--- config.mk ---
export PLATFORM = sky130hd
export DESIGN_NAME = pipeline_uart_baudgen
export DESIGN_NICKNAME = d
export VERILOG_FILES = /design/src/rtl/pipeline_uart_pkg.sv /design/src/rtl/pipeline_uart_frac_div.sv /design/src/rtl/pipeline_uart_baudgen.sv
export SDC_FILE = /design/constraint.sdc
export NUM_CORES = 1
export LEC_CHECK = 0
export BUFFER_PORTS_ARGS = -buffer_cell sky130_fd_sc_hd__buf_4
export CORE_MARGIN = 2
export CORE_UTILIZATION = 63
export CTS_BUF_LIST = sky130_fd_sc_hd__clkbuf_4
export DETAILED_ROUTE_END_ITERATION = 6
export GPL_ROUTABILITY_DRIVEN = 0
export GPL_TIMING_DRIVEN = 0
export PLACE_DENSITY = 0.82
export SLEW_MARGIN = 10
export SYNTH_ARGS = -nofsm -noshare
export SYNTH_HDL_FRONTEND = slang
export SYNTH_SLANG_ARGS = --single-unit
--- constraint.sdc ---
create_clock -name sysclk -period 4.4 [get_ports sysclk]
set_input_delay 0 -clock sysclk [delete_from_list [all_inputs] [get_ports sysclk]]
set_output_delay 0 -clock sysclk [all_outputs]
set_load 0.01 [all_outputs]
--- src/rtl/pipeline_uart_pkg.sv ---
// Shared definitions for the pipeline CPU UART baud generator: minimum divisor,
// reset-time divisor computation and the divisor container.
package pipeline_uart_pkg;

  localparam int DIV_MIN = 2;

  // Wide enough for any practical DIV_W/FRAC_W; users truncate to their widths.
  typedef struct packed {
    logic [31:0] ipart;
    logic [15:0] fpart;
  } uart_div_t;

  // Rounded sample period in 1/2^frac_w cycle units, split into int/frac.
  function automatic uart_div_t d0_split(longint clk_hz, longint baud,
                                         longint os, int frac_w);
    uart_div_t r;
    longint den;
    longint d0;
    den = baud * os;
    d0 = ((clk_hz <<< frac_w) + den / 2) / den;
    r.ipart = 32'(d0 >>> frac_w);
    r.fpart = 16'(d0 & ((longint'(1) <<< frac_w) - 1));
    return r;
  endfunction

endpackage

--- src/rtl/pipeline_uart_frac_div.sv ---
// Fractional down-counter: owns the cycle counter and fractional accumulator,
// flags the cycle a sample tick is due and every reload event.
module pipeline_uart_frac_div
  import pipeline_uart_pkg::*;
#(
  parameter int               DIV_W   = 16,
  parameter int               FRAC_W  = 4,
  parameter logic [DIV_W-1:0] RST_CNT = '0
) (
  input  logic              sysclk,
  input  logic              reset,
  input  logic              enable,
  input  logic              phase_sync,
  input  logic [DIV_W-1:0]  div_int,
  input  logic [FRAC_W-1:0] div_frac,
  output logic              tick,
  output logic              reload
);

  localparam logic [DIV_W-1:0] ONE = DIV_W'(1);

  logic [DIV_W-1:0]  cnt;
  logic [FRAC_W-1:0] acc;
  logic [FRAC_W:0]   sum;
  logic              due;

  assign sum    = {1'b0, acc} + {1'b0, div_frac};
  assign due    = (cnt == '0);
  assign tick   = enable && due && !phase_sync;
  assign reload = enable && (due || phase_sync);

  // div_int is already clamped to >= 2, so period-1 never underflows and
  // div_int-1+carry never overflows DIV_W bits.
  always_ff @(posedge sysclk) begin
    if (!reset) begin
      cnt <= RST_CNT;
      acc <= '0;
    end else if (enable) begin
      if (phase_sync) begin
        cnt <= div_int - ONE;
        acc <= '0;
      end else if (due) begin
        cnt <= div_int - ONE + DIV_W'(sum[FRAC_W]);
        acc <= sum[FRAC_W-1:0];
      end else begin
        cnt <= cnt - ONE;
      end
    end
  end

endmodule

--- src/rtl/pipeline_uart_baudgen.sv ---
// UART baud generator: oversample tick, mid-bit tick and legacy sampleclk, with a
// runtime-reprogrammable fractional divisor and RX phase realignment.
module pipeline_uart_baudgen
  import pipeline_uart_pkg::*;
#(
  parameter int CLK_HZ     = 100_000_000,
  parameter int BAUD       = 9600,
  parameter int OVERSAMPLE = 16,
  parameter int DIV_W      = 16,
  parameter int FRAC_W     = 4
) (
  input  logic              sysclk,
  input  logic              reset,
  input  logic              enable,
  input  logic              cfg_valid,
  output logic              cfg_ready,
  input  logic [DIV_W-1:0]  cfg_div_int,
  input  logic [FRAC_W-1:0] cfg_div_frac,
  input  logic              phase_sync,
  output logic              sample_tick,
  output logic              bit_tick,
  output logic              sampleclk
);

  localparam int SUB_W = $clog2(OVERSAMPLE);
  localparam uart_div_t D0 = d0_split(CLK_HZ, BAUD, OVERSAMPLE, FRAC_W);
  localparam logic [DIV_W-1:0] D0_INT =
    (D0.ipart < 32'(DIV_MIN)) ? DIV_W'(DIV_MIN) : DIV_W'(D0.ipart);
  localparam logic [FRAC_W-1:0] D0_FRAC  = FRAC_W'(D0.fpart);
  localparam logic [SUB_W-1:0]  SUB_LAST = SUB_W'(OVERSAMPLE - 1);
  localparam logic [SUB_W-1:0]  SUB_HALF = SUB_W'(OVERSAMPLE / 2);

  logic [DIV_W-1:0]  act_int, shd_int, eff_raw, eff_int;
  logic [FRAC_W-1:0] act_frac, shd_frac, eff_frac;
  logic              pending;
  logic [SUB_W-1:0]  sub;
  logic              tick, reload;

  // A pending shadow takes effect on the very reload that consumes it.
  assign eff_raw  = pending ? shd_int : act_int;
  assign eff_int  = (eff_raw < DIV_W'(DIV_MIN)) ? DIV_W'(DIV_MIN) : eff_raw;
  assign eff_frac = pending ? shd_frac : act_frac;
  assign cfg_ready = !pending;

  pipeline_uart_frac_div #(
    .DIV_W   (DIV_W),
    .FRAC_W  (FRAC_W),
    .RST_CNT (D0_INT - DIV_W'(1))
  ) u_div (
    .sysclk     (sysclk),
    .reset      (reset),
    .enable     (enable),
    .phase_sync (phase_sync),
    .div_int    (eff_int),
    .div_frac   (eff_frac),
    .tick       (tick),
    .reload     (reload)
  );

  always_ff @(posedge sysclk) begin
    if (!reset) begin
      act_int     <= D0_INT;
      act_frac    <= D0_FRAC;
      shd_int     <= '0;
      shd_frac    <= '0;
      pending     <= 1'b0;
      sub         <= '0;
      sample_tick <= 1'b0;
      bit_tick    <= 1'b0;
      sampleclk   <= 1'b1;
    end else begin
      sample_tick <= tick;
      bit_tick    <= tick && (sub == SUB_LAST);
      if (tick) begin
        sampleclk <= ~sampleclk;
        sub       <= (sub == SUB_LAST) ? '0 : sub + SUB_W'(1);
      end else if (enable && phase_sync) begin
        sub <= SUB_HALF;
      end
      if (reload) begin
        act_int  <= eff_int;
        act_frac <= eff_frac;
        pending  <= 1'b0;
      end
      // Transfer needs !pending, so it never collides with consuming a shadow;
      // one landing on a reload edge waits for the following reload.
      if (cfg_valid && !pending) begin
        shd_int  <= cfg_div_int;
        shd_frac <= cfg_div_frac;
        pending  <= 1'b1;
      end
    end
  end

endmodule

== Word-level counts from Yosys, hierarchy flattened ==
Index checks and enable logic that the tools add are counted.
Word-level totals
  flip-flop bits (word level): 68
  output and inout bits: 4
  word-level logic and storage cells: 45
Operators by class
  $add $sub $neg: 5
  $lt $le $gt $ge: 1
  equality and inequality tests: 1
  muxes and demuxes: 12
  bitwise logic cells: 1
  reduce and logical (&&, ||, !) cells: 14
Operators with widths (number)
  16-bit two-way mux: 4
  16-bit by 1-bit subtractor with 16-bit output, second input constant: 2
  4-bit two-way mux: 6
  16-bit by 1-bit adder with 16-bit output: 1
  16-bit zero test: 1
  16-bit by 2-bit < comparator with 1-bit output, second input constant: 1
  1-bit logical AND: 6
  2-bit nonzero test: 3
  4-bit by 4-bit adder with 5-bit output: 1
  4-bit by 1-bit adder with 4-bit output, second input constant: 1
  4-bit equality test, second input constant: 1
  1-bit zero test: 2
  1-bit two-way mux: 2
  2-bit AND reduction: 1
  1-bit logical OR: 1
  1-bit inverter: 1

== Logic depth before layout (Yosys ltp) ==
Gate-level depths: netlist of run 1.
  word-level depth: 7
  gate-level depth with buffers: 18

== Hierarchy ==
From an unflattened synthesis of run 1, not the netlist that was laid out.
Second synthesis, totals
  cell total of the unflattened synthesis: 558
  area total of the unflattened synthesis: 4520.6 um2
Modules (own cells, without submodules)
  pipeline_uart_frac_div: instances 1, cells an instance 318, area each 2367.3 um2, seq. area each 400.4 um2
  pipeline_uart_baudgen: instances 1, cells an instance 240, area each 2153.3 um2, seq. area each 960.9 um2

== Worst setup path after synthesis of run 1 ==
Ideal clock, no wire load.
  kind: reg-to-reg
  start: register pending
  end: register u_div.cnt[12]
  setup time: 0.117 ns
  data arrival time: 3.803 ns
  slack: 0.480 ns
  stages on the path, launching flop included: 19
  path buffers: 5
  period minus slack after synthesis: 3.920 ns
  path through: dfxtp_1 buf_6 buf_6 buf_6 clkbuf_1 clkbuf_1 mux2_2 ha_1 fa_1 a21o_1 a21o_1 ha_1 ha_1 nand2_1 nor4_4 and2_1 nand2_1 o211ai_1 a32o_1
RTL lines
  start, declared: line pipeline_uart_baudgen.sv:35  | logic pending;
  start signal, assigned: line pipeline_uart_baudgen.sv:66  | pending <= 1'b0;
  start signal, assigned: line pipeline_uart_baudgen.sv:83  | pending <= 1'b0;
  start signal, assigned: line pipeline_uart_baudgen.sv:90  | pending <= 1'b1;
  4-bit two-way mux: line pipeline_uart_baudgen.sv:42  | assign eff_frac = pending ? shd_frac : act_frac;
  via eff_frac[0]: line pipeline_uart_baudgen.sv:34  | logic [FRAC_W-1:0] act_frac, shd_frac, eff_frac;
  4-bit by 4-bit adder with 5-bit output: line pipeline_uart_frac_div.sv:27  | assign sum = {1'b0, acc} + {1'b0, div_frac};
  16-bit by 1-bit adder with 16-bit output: line pipeline_uart_frac_div.sv:43  | cnt <= div_int - ONE + DIV_W'(sum[FRAC_W]);
  16-bit two-way mux: line pipeline_uart_frac_div.sv:42  | end else if (due) begin
  16-bit two-way mux: line pipeline_uart_frac_div.sv:39  | if (phase_sync) begin
  end signal, assigned: line pipeline_uart_frac_div.sv:40  | cnt <= div_int - ONE;
  end signal, assigned: line pipeline_uart_frac_div.sv:43
  end signal, assigned: line pipeline_uart_frac_div.sv:46  | cnt <= cnt - ONE;
  end, declared: line pipeline_uart_frac_div.sv:22  | logic [DIV_W-1:0] cnt;
The timed path passes the listed nets, and every way through them passes these cells.
A chain may end at the register's enable or synchronous reset.

== Worst setup path after layout of run 1 ==
  start: register pending
  end: register u_div.cnt[8]
Same word-level chain as after synthesis.

==> flow_summary.json, run 1 <==
{
  "status": "finished clean",
  "maxCapViolCount": 0,
  "root_buffer": "clkbuf_4",
  "grt-ovfl-total": 0,
  "die-area_um2": 7767,
  "cp-end-kind": "flop",
  "async_reset_ff_share_pct": 0,
  "vias": 4398,
  "fin_crit_sh_pct": 92.38,
  "numClockSinks": 68,
  "setup-tns-final_ns": 0,
  "clk_pin_slew_worst_paths_ns": 0.13,
  "fp.dieW_um": 88.13,
  "yosysMostFrequentCell": "nand2_1",
  "routed_wl_um": 12400,
  "grt_pass1_wl_um": 19930,
  "synth_top_area_cell": "dfxtp_1",
  "met2_usage_pct": 54.41,
  "synth_cell_types": 79,
  "report.power.total_mw": 1.358,
  "syn_to_final_growth_pct": 14.73,
  "hold_violations": 0,
  "slew_violations": 0,
  "endpoint": "u_div.cnt[8]",
  "netlist_area_um2": 4459,
  "setup_violations": 0,
  "netlist.area_leader.share_pct": 30.53,
  "numPortBuffers": 27,
  "grt.busiest_layer": "met2",
  "cts_setup_buffers": 0,
  "synth_common_cells": "nand2_1 (91), dfxtp_1 (68), a21oi_1 (49)",
  "ir_drop_mv": 0.2582,
  "cts_max_level": 3,
  "r2r_end": "u_div.cnt[8]",
  "p_leak_nw": 1.963,
  "arrival_ns": 4.42,
  "synthFlopType": "dfxtp_1",
  "antenna_cells": 0,
  "io_pins": 29,
  "ys_warn_count": 0,
  "core-area_um2": 6832,
  "track_usage_pct": 33.01,
  "synth_edf_count": 0,
  "netlist_instances": 540,
  "firstDrtPassIters": 5,
  "start_util_pct": 65.27,
  "grt_max_degree": 20,
  "drc": 0,
  "rsz0062_at_grt": "no",
  "fillers": 517,
  "wire_per_inst_um": 17.71,
  "synthTopCellsByArea": "dfxtp_1 (31%), nand2_1 (7.7%), a21oi_1 (5.5%), xnor2_1 (4.1%), nor2_1 (3.5%)",
  "hpwl_um": 8828,
  "crit_type": "flop to flop",
  "r2r_start": "pending",
  "synth.avg_cell_area_um2": 8.258,
  "nets": 635,
  "grt_antenna_before_repair": 0,
  "worstPathMaxFanout": 19,
  "worstMarginPinSlew_ns": 0.6772,
  "required_ns": 4.75,
  "reg2reg_depth": 17,
  "utilization_pct": 74.89,
  "met3_usage_pct": 6.692,
  "drive_above_1_share_pct": 16.89,
  "synth-seq-cells": 68,
  "fin_cells": 700,
  "tritoncts": "built",
  "cts_buffers": 9,
  "worstSetupStartpoint": "pending",
  "drt_iter0_drc": 361,
  "min_period_ns": 4.065,
  "seq_area_frac_synth_pct": 30.53,
  "row_count": 30,
  "reg2reg_slack_ns": 0.34,
  "placedCellCount": 663,
  "cp-start-kind": "flop",
  "min_from": "cfg_valid",
  "die_h_um": 88.13,
  "grt_pass1_vias": 4125,
  "insertion_delay_ns": 0.43,
  "vias_per_cell": 6.283,
  "syn_nets": 576,
  "fmax_mhz": 246.0,
  "relSlewSlack_pct": 54.85,
  "hold_class": "input pin to flop",
  "cts_buffer_depth": 2,
  "grt_use_met1_pct": 42.91,
  "power.density_nw_per_um2": 265.4,
  "final.setup_skew_ns": 0.01408,
  "ant_nets": 0
}
[registers in the layout, indices dropped and copies added (netlist names)]
register,count
u_div.cnt,16
sub,4
bit_tick,1
shd_frac,4
pending,1
u_div.acc,4
sample_tick,1
sampleclk,1
act_frac,4
act_int,16
shd_int,16
[kinds of logic (layout without fill, tap and decap cells)]
| group | Yosys count | count (layout) | synth area share, % |
|---|---|---|---|
| and+or+nand+nor | 230 | 230 | 28.54 |
| AOI/OAI and AO/OA | 134 | 134 | 21.24 |
| buffers and inverters | 43 | 107 | 4.546 |
| adders and majority gates | 11 | 11 | 3.255 |
| muxes | 23 | 23 | 5.640 |
| DFF | 68 | 68 | 30.53 |
| xor gates and xnor gates | 31 | 31 | 6.257 |
[how the worst min path moves through the flow]
stage,end,slack [ns],cells past startpoint
floorplan,shd_frac[0],0.14,2
global placement,shd_int[7],0.24,3
detailed placement,shd_int[7],0.26,3
CTS,shd_int[9],0.1,5
global route,shd_int[9],0.14,5
finish,shd_int[9],0.12,5
[final cells by class]
class	instances	area, um2	share of cell area (%)
Clock buffer	9	67.56	1.321
Buffer	31	158.9	3.106
Clock inverter	7	42.54	0.8315
Timing Repair Buffer	49	422.9	8.266
Tap cell	96	120.1	2.348
Sequential cell	68	1361	26.61
Inverter	11	41.29	0.8070
Multi-Input combinational cell	429	2902	56.71
[routing by layer]
layer	share of wire (%)	up-vias
met2	48	186
met4	2.7	0
li1	-	2066
met3	7.1	35
met1	42	2111
met5	0	-
[layout by cell type, fill, tap and decap left out, drive strengths merged, types with 9 or more instances in the layout]
cell | netlist | routed
nor4 | 14 | 14
inv | 11 | 12
clkbuf | 21 | 29
nand3 | 21 | 21
buf | 11 | 38
dlygate4sd3 | 0 | 22
nand2 | 92 | 92
o21ai | 17 | 17
a211oi | 9 | 9
xnor2 | 22 | 22
a21oi | 49 | 49
nor2 | 42 | 42
mux2i | 16 | 16
nor3 | 17 | 17
xor2 | 9 | 9
dfxtp | 68 | 68
o211ai | 9 | 9
ha | 10 | 10
[power breakdown]
part           leakage [nW]  switching [mW]  internal (mW)
clock                0.0595           0.252          0.113
combinational          1.35           0.183          0.132
sequential            0.556          0.0341          0.643
total                  1.96           0.469          0.889
[per-stage QoR]
| step | worst slack [ns] | hold slack, ns | area [um2] |
|---|---|---|---|
| 2_1_floorplan | 0.4799 | 0.1360 | 4459 |
| 3_3_place_gp | -0.03760 | 0.2448 | 4782 |
| 3_5_place_dp | -0.1200 | 0.2588 | 4782 |
| 4_1_cts | 0.3047 | 0.09819 | 5110 |
| 5_1_grt | 0.06521 | 0.1394 | 5116 |
| 6_report | 0.3352 | 0.1212 | 5116 |
[worst max-delay path: stages, from the launching register on]
cell and delay, ns:
dfxtp_1 0.35, buf_6 0.15, buf_6 0.17, buf_6 0.22, clkbuf_2 0.30, mux2_2 0.39, ha_1 0.24, fa_1 0.41
a21o_1 0.19, a21o_1 0.19, ha_1 0.20, ha_1 0.20, nand2_1 0.15, nor4_4 0.09, and2_1 0.19, a31oi_1 0.21
o211ai_1 0.14, a21oi_1 0.19
[what timing repair did]
| action | 4_1_cts | 5_1_grt |
|---|---|---|
| hold endpoints to repair | 27 | 0 |
| endpoints found under the setup margin | 4 | 1 |
| gates resized for setup | 1 | 1 |
| hold buffers | 22 | 0 |
Power figures use the tool's default switching activity.
==> run 2, diff against run 1 <==
Settings changed: CORE_ASPECT_RATIO set to 0.7.
==> flow_summary.json, run 2 (synthesized netlist as in run 1, its figures left out) <==
{
  "slowest_stage": "o41ai_1",
  "vias_per_cell": 6.304,
  "final.setup_skew_ns": 0.01596,
  "grt-ovfl-total": 0,
  "nets": 635,
  "cts_buffer_depth": 2,
  "maxCapViolCount": 0,
  "grt_max_degree": 14,
  "grt_antenna_before_repair": 0,
  "regArea_um2": 1361,
  "wire_per_inst_um": 17.58,
  "dp_slack_ns": -0.08892,
  "p_switching_mw": 0.4723,
  "hold_class": "input pin to flop",
  "slew_violations": 0,
  "cts_setup_buffers": 0,
  "setup_ws_ns": 0.3001,
  "setup_violations": 0,
  "p_leak_nw": 1.965,
  "ant_nets": 0,
  "critPathBufInv": 3,
  "drive_above_1_share_pct": 17.05,
  "hold_depth": 5,
  "pwr-share-seq_pct": 49.3,
  "min_period_ns": 4.100,
  "p_clk_share_pct": 27.8,
  "cp.depth": 15,
  "critical_path.cell_chain": "buf_6, buf_6, nor4_2, o22ai_2, nor4_1, nor2_1, inv_1, ha_1, o221ai_4, nor3_1, xor2_1, nand3b_1, or3_1, o41ai_1, o21ai_1",
  "syn_to_final_growth_pct": 14.98,
  "cts_buffers": 9,
  "critPathMostFrequentCell": "buf_6",
  "fp.dieW_um": 104.6,
  "core-area_um2": 6788,
  "vias": 4400,
  "cp-end-kind": "flop",
  "drt_iter0_drc": 498,
  "numPortBuffers": 27,
  "fmax_mhz": 243.9,
  "root_buffer": "clkbuf_4",
  "reg2reg_depth": 15,
  "routed_wl_um": 12270,
  "worstMarginPinSlew_ns": 0.7125,
  "ir_drop_mv": 0.1818,
  "rsz0062_at_grt": "no",
  "reg.largest.list": "act_int (16), shd_int (16), u_div.cnt (16)",
  "antenna_cells": 0,
  "row_count": 25,
  "layout_commonest_cell": "nand2_1",
  "p_comb_share_pct": 22.9,
  "tritoncts": "built",
  "start_util_pct": 65.70,
  "arrival_ns": 4.44,
  "cts_max_level": 3,
  "path_delay_family": "simple AND/OR/NAND/NOR gates",
  "relSlewSlack_pct": 52.50,
  "crit_type": "flop to flop",
  "status": "finished clean",
  "utilization_pct": 75.54,
  "insertion_delay_ns": 0.45,
  "fin_crit_sh_pct": 93.18,
  "die-area_um2": 7778,
  "numClockSinks": 68,
  "track_usage_pct": 32.66,
  "power.density_nw_per_um2": 268.2,
  "hold_violations": 0,
  "hpwl_um": 8724,
  "slowest_delay_ns": 0.45,
  "clk_pin_slew_worst_paths_ns": 0.13,
  "multi_input_area_um2": 2902,
  "firstDrtPassIters": 6,
  "final_cell_mix": "nand2_1 (91), dfxtp_1 (68), a21oi_1 (49)",
  "switching_share_pct": 34.35,
  "io_pins": 29,
  "drc": 0,
  "cp-start-kind": "flop",
  "grt_pass1_wl_um": 20050,
  "grt_pass1_vias": 4163,
  "required_ns": 4.74,
  "p_int_mw": 0.9027,
  "worstPathMaxFanout": 10,
  "fillers": 504,
  "die_h_um": 74.39
}
run 2: cell count changes in the layout (fill, tap and decap cells not counted):
cell	delta
clkinv_1	-1
inv_6	+1
clkinv_4	+1
clkbuf_4	+1
clkinvlp_4	+1
clkinv_2	-3
run 2: final timing paths:
check	start	slack, ns	to
worst min-delay path	cfg_valid	0.13	shd_frac[1]
worst max register to register	pending	0.30	u_div.cnt[14]
worst min register to register	shd_frac[1]	0.46	shd_frac[1]
worst max-delay path	pending	0.30	u_div.cnt[14]
run 2: per-layer routing:
metal	wire [um]	vias up	track usage (%)
met3	1252	27	7.274
met5	0	-	0
met2	5417	238	54.25
li1	-	2070	-
met1	5391	2065	42.93
met4	210	0	10.96
run 2: power by group through the flow:
stage,combinational [mW],clock (mW),sequential (mW)
floorplan,0.218,0,0.681
global placement,0.282,0,0.688
detailed placement,0.290,0,0.690
CTS,0.307,0.388,0.676
global route,0.343,0.406,0.681
finish,0.315,0.383,0.677
run 2: through the flow:
stage / setup TNS, ns / power (mW) / hold WS, ns / cell area (um2) / instances
2_1_floorplan: 0 / 0.8993 / 0.1360 / 4459 / 540
3_3_place_gp: -0.06321 / 0.9706 / 0.2455 / 4780 / 661
3_5_place_dp: -0.1282 / 0.9796 / 0.2567 / 4780 / 661
4_1_cts: 0 / 1.370 / 0.1048 / 5125 / 699
5_1_grt: 0 / 1.429 / 0.1401 / 5127 / 698
6_report: 0 / 1.375 / 0.1265 / 5127 / 698
run 2: cell type report:
cell class | instances | area share [%]
Inverter | 11 | 0.8053
Timing Repair Buffer | 49 | 8.248
Multi-Input combinational cell | 429 | 56.59
Buffer | 31 | 3.099
Clock inverter | 6 | 0.9517
Sequential cell | 68 | 26.55
Tap cell | 94 | 2.294
Clock buffer | 10 | 1.464
run 2: what timing repair did:
action / in CTS / in global routing
hold buffers: 22 / 0
endpoints found under the setup margin: 3 / 7
endpoints found under the hold margin: 27 / 0
resized for setup: 1 / 1
gates cloned: 0 / 0
run 2: worst min-delay path, delay by kind of cell:
| kind | cells | cell delay [ns] |
|---|---|---|
| compound gates | 1 | 0.05 |
| buf+inv | 2 | 0.31 |
| simple gates | 2 | 0.17 |
==> run 3, diff against run 2 <==
Settings changed: BUFFER_PORTS_ARGS -buffer_cell sky130_fd_sc_hd__buf_4 to -buffer_cell sky130_fd_sc_hd__buf_2, CORE_ASPECT_RATIO 0.7 to not set, GPL_ROUTABILITY_DRIVEN 0 to not set.
==> flow_summary.json, run 3 (synthesized netlist as in run 1, its figures left out) <==
{
  "drc": 0,
  "numClockSinks": 68,
  "firstDrtPassIters": 5,
  "p_leak_nw": 1.966,
  "fp.dieW_um": 88.13,
  "hold_class": "input pin to flop",
  "report.power.total_mw": 1.454,
  "maxCapViolCount": 0,
  "r2r_start": "pending",
  "row_count": 30,
  "layout_commonest_cell": "nand2_1",
  "relSlewSlack_pct": 55.64,
  "tritoncts": "built",
  "antenna_cells": 0,
  "ant_nets": 0,
  "nets": 635,
  "cp-end-kind": "flop",
  "arrival_ns": 4.39,
  "fmax_mhz": 245.1,
  "core-area_um2": 6832,
  "critPathMostFrequentCell": "buf_6",
  "worstPathMaxFanout": 10,
  "fin_cells": 699,
  "slew_violations": 0,
  "syn_to_final_growth_pct": 14.42,
  "reg2reg_slack_ns": 0.32,
  "gp_congestion": 0.9648,
  "grt_antenna_before_repair": 0,
  "final_cell_mix": "nand2_1 (91), dfxtp_1 (68), a21oi_1 (49)",
  "track_usage_pct": 33.54,
  "drive_above_1_share_pct": 17.08,
  "place_area_um2": 4715,
  "status": "finished clean",
  "power.density_nw_per_um2": 285.0,
  "cts_buffer_depth": 2,
  "vias": 4416,
  "endpoint": "u_div.cnt[14]",
  "routed_wl_um": 12210,
  "final.setup_skew_ns": 0.01313,
  "slowest_stage": "or3_1",
  "die-area_um2": 7767,
  "vias_per_cell": 6.318,
  "cts_max_level": 3,
  "die_h_um": 88.13,
  "grt_max_degree": 13,
  "drt_iter0_drc": 448,
  "worstMarginPinSlew_ns": 0.6609,
  "grt_pass1_wl_um": 20440,
  "setup-tns-final_ns": 0,
  "required_ns": 4.71,
  "io_pins": 29,
  "min_from": "cfg_valid",
  "hold_violations": 0,
  "stdcell_area_um2": 5102,
  "cts_buffers": 9,
  "root_buffer": "clkbuf_4",
  "placedCellCount": 663,
  "cts_setup_buffers": 0,
  "grt-ovfl-total": 0,
  "reg.largest.list": "act_int (16), shd_int (16), u_div.cnt (16)",
  "min_period_ns": 4.080,
  "r2r_end": "u_div.cnt[14]",
  "worstSetupStartpoint": "pending",
  "numPortBuffers": 27,
  "grt_pass1_vias": 4254,
  "wire_per_inst_um": 17.46,
  "slowest_delay_ns": 0.43,
  "start_util_pct": 65.27,
  "rsz0062_at_grt": "no",
  "cp-start-kind": "flop",
  "crit_type": "flop to flop",
  "setup_violations": 0,
  "reg2reg_depth": 15,
  "hpwl_um": 8651,
  "critical_path.cell_chain": "buf_6, buf_6, nor3b_1, o22ai_2, nor4_1, nor2_1, inv_1, ha_1, o221ai_4, nor3_1, xor2_1, nand3b_1, or3_1, o41ai_2, o21ai_1",
  "clk_pin_slew_worst_paths_ns": 0.12,
  "ir_drop_mv": 0.1937,
  "hold-worst-slack_ns": 0.1709,
  "fin_crit_sh_pct": 92.72,
  "insertion_delay_ns": 0.42
}
==> run 3: cell types whose count changed in the layout (fill, tap and decap cells not counted) <==
cell,change
clkbuf_4,-1
buf_2,+27
o41ai_2,+1
bufinv_16,+2
clkinv_2,+1
clkinvlp_4,-1
inv_6,-1
clkinv_4,-1
buf_4,-27
o41ai_1,-1
==> run 3: layer usage <==
layer | global-route usage, % | vias up | share of wire [%]
met1 | 43.76 | 2116 | 42
met2 | 53.99 | 184 | 48
met5 | 0 | - | 0
met3 | 7.729 | 50 | 7.2
li1 | - | 2066 | -
met4 | 13.22 | 0 | 2.9
==> run 3: how the worst min path moves through the flow <==
stage	to	slack (ns)	depth (start not counted)
2_1_floorplan	shd_frac[0]	0.14	2
3_3_place_gp	shd_int[7]	0.24	3
3_5_place_dp	shd_int[13]	0.25	3
4_1_cts	shd_frac[3]	0.14	5
5_1_grt	shd_int[0]	0.21	5
6_report	shd_frac[3]	0.17	5
==> run 3: metrics by stage <==
stage / worst slack (ns) / util [%]
global placement: 0.007511 / 69.01
finish: 0.3202 / 74.69
detailed placement: -0.08148 / 69.01
global route: 0.007355 / 74.69
floorplan: 0.4799 / -
CTS: 0.05015 / 74.54
==> run 3: power breakdown <==
part / internal [mW] / switching [mW]
sequential: 0.643 / 0.0341
combinational: 0.127 / 0.181
clock: 0.228 / 0.241
total: 0.998 / 0.456
==> run 3: repair_timing <==
action / CTS / global route
resized for setup: 1 / 2
hold buffers: 22 / 0
endpoints found under the setup margin: 3 / 8
endpoints found under the hold margin: 23 / 0
==> run 3: cell type report <==
class / instances / area (um2)
fill: 525 / 1729
clock buffer: 9 / 67.56
clock inverter: 6 / 88.84
multi-input combinational: 429 / 2909
sequential: 68 / 1361
buffer: 31 / 158.9
timing repair buffer: 49 / 355.3
inverter: 11 / 41.29
tap: 96 / 120.1
==> run 3: worst max-delay path: cells and delay by family, from the launching register on <==
kind            cells  cell delay [ns]
flops               1             0.35
fa+ha+maj           1             0.29
compound gates      4             0.91
simple gates        6             1.83
buf+inv             3             0.45
xor+xnor            1             0.15
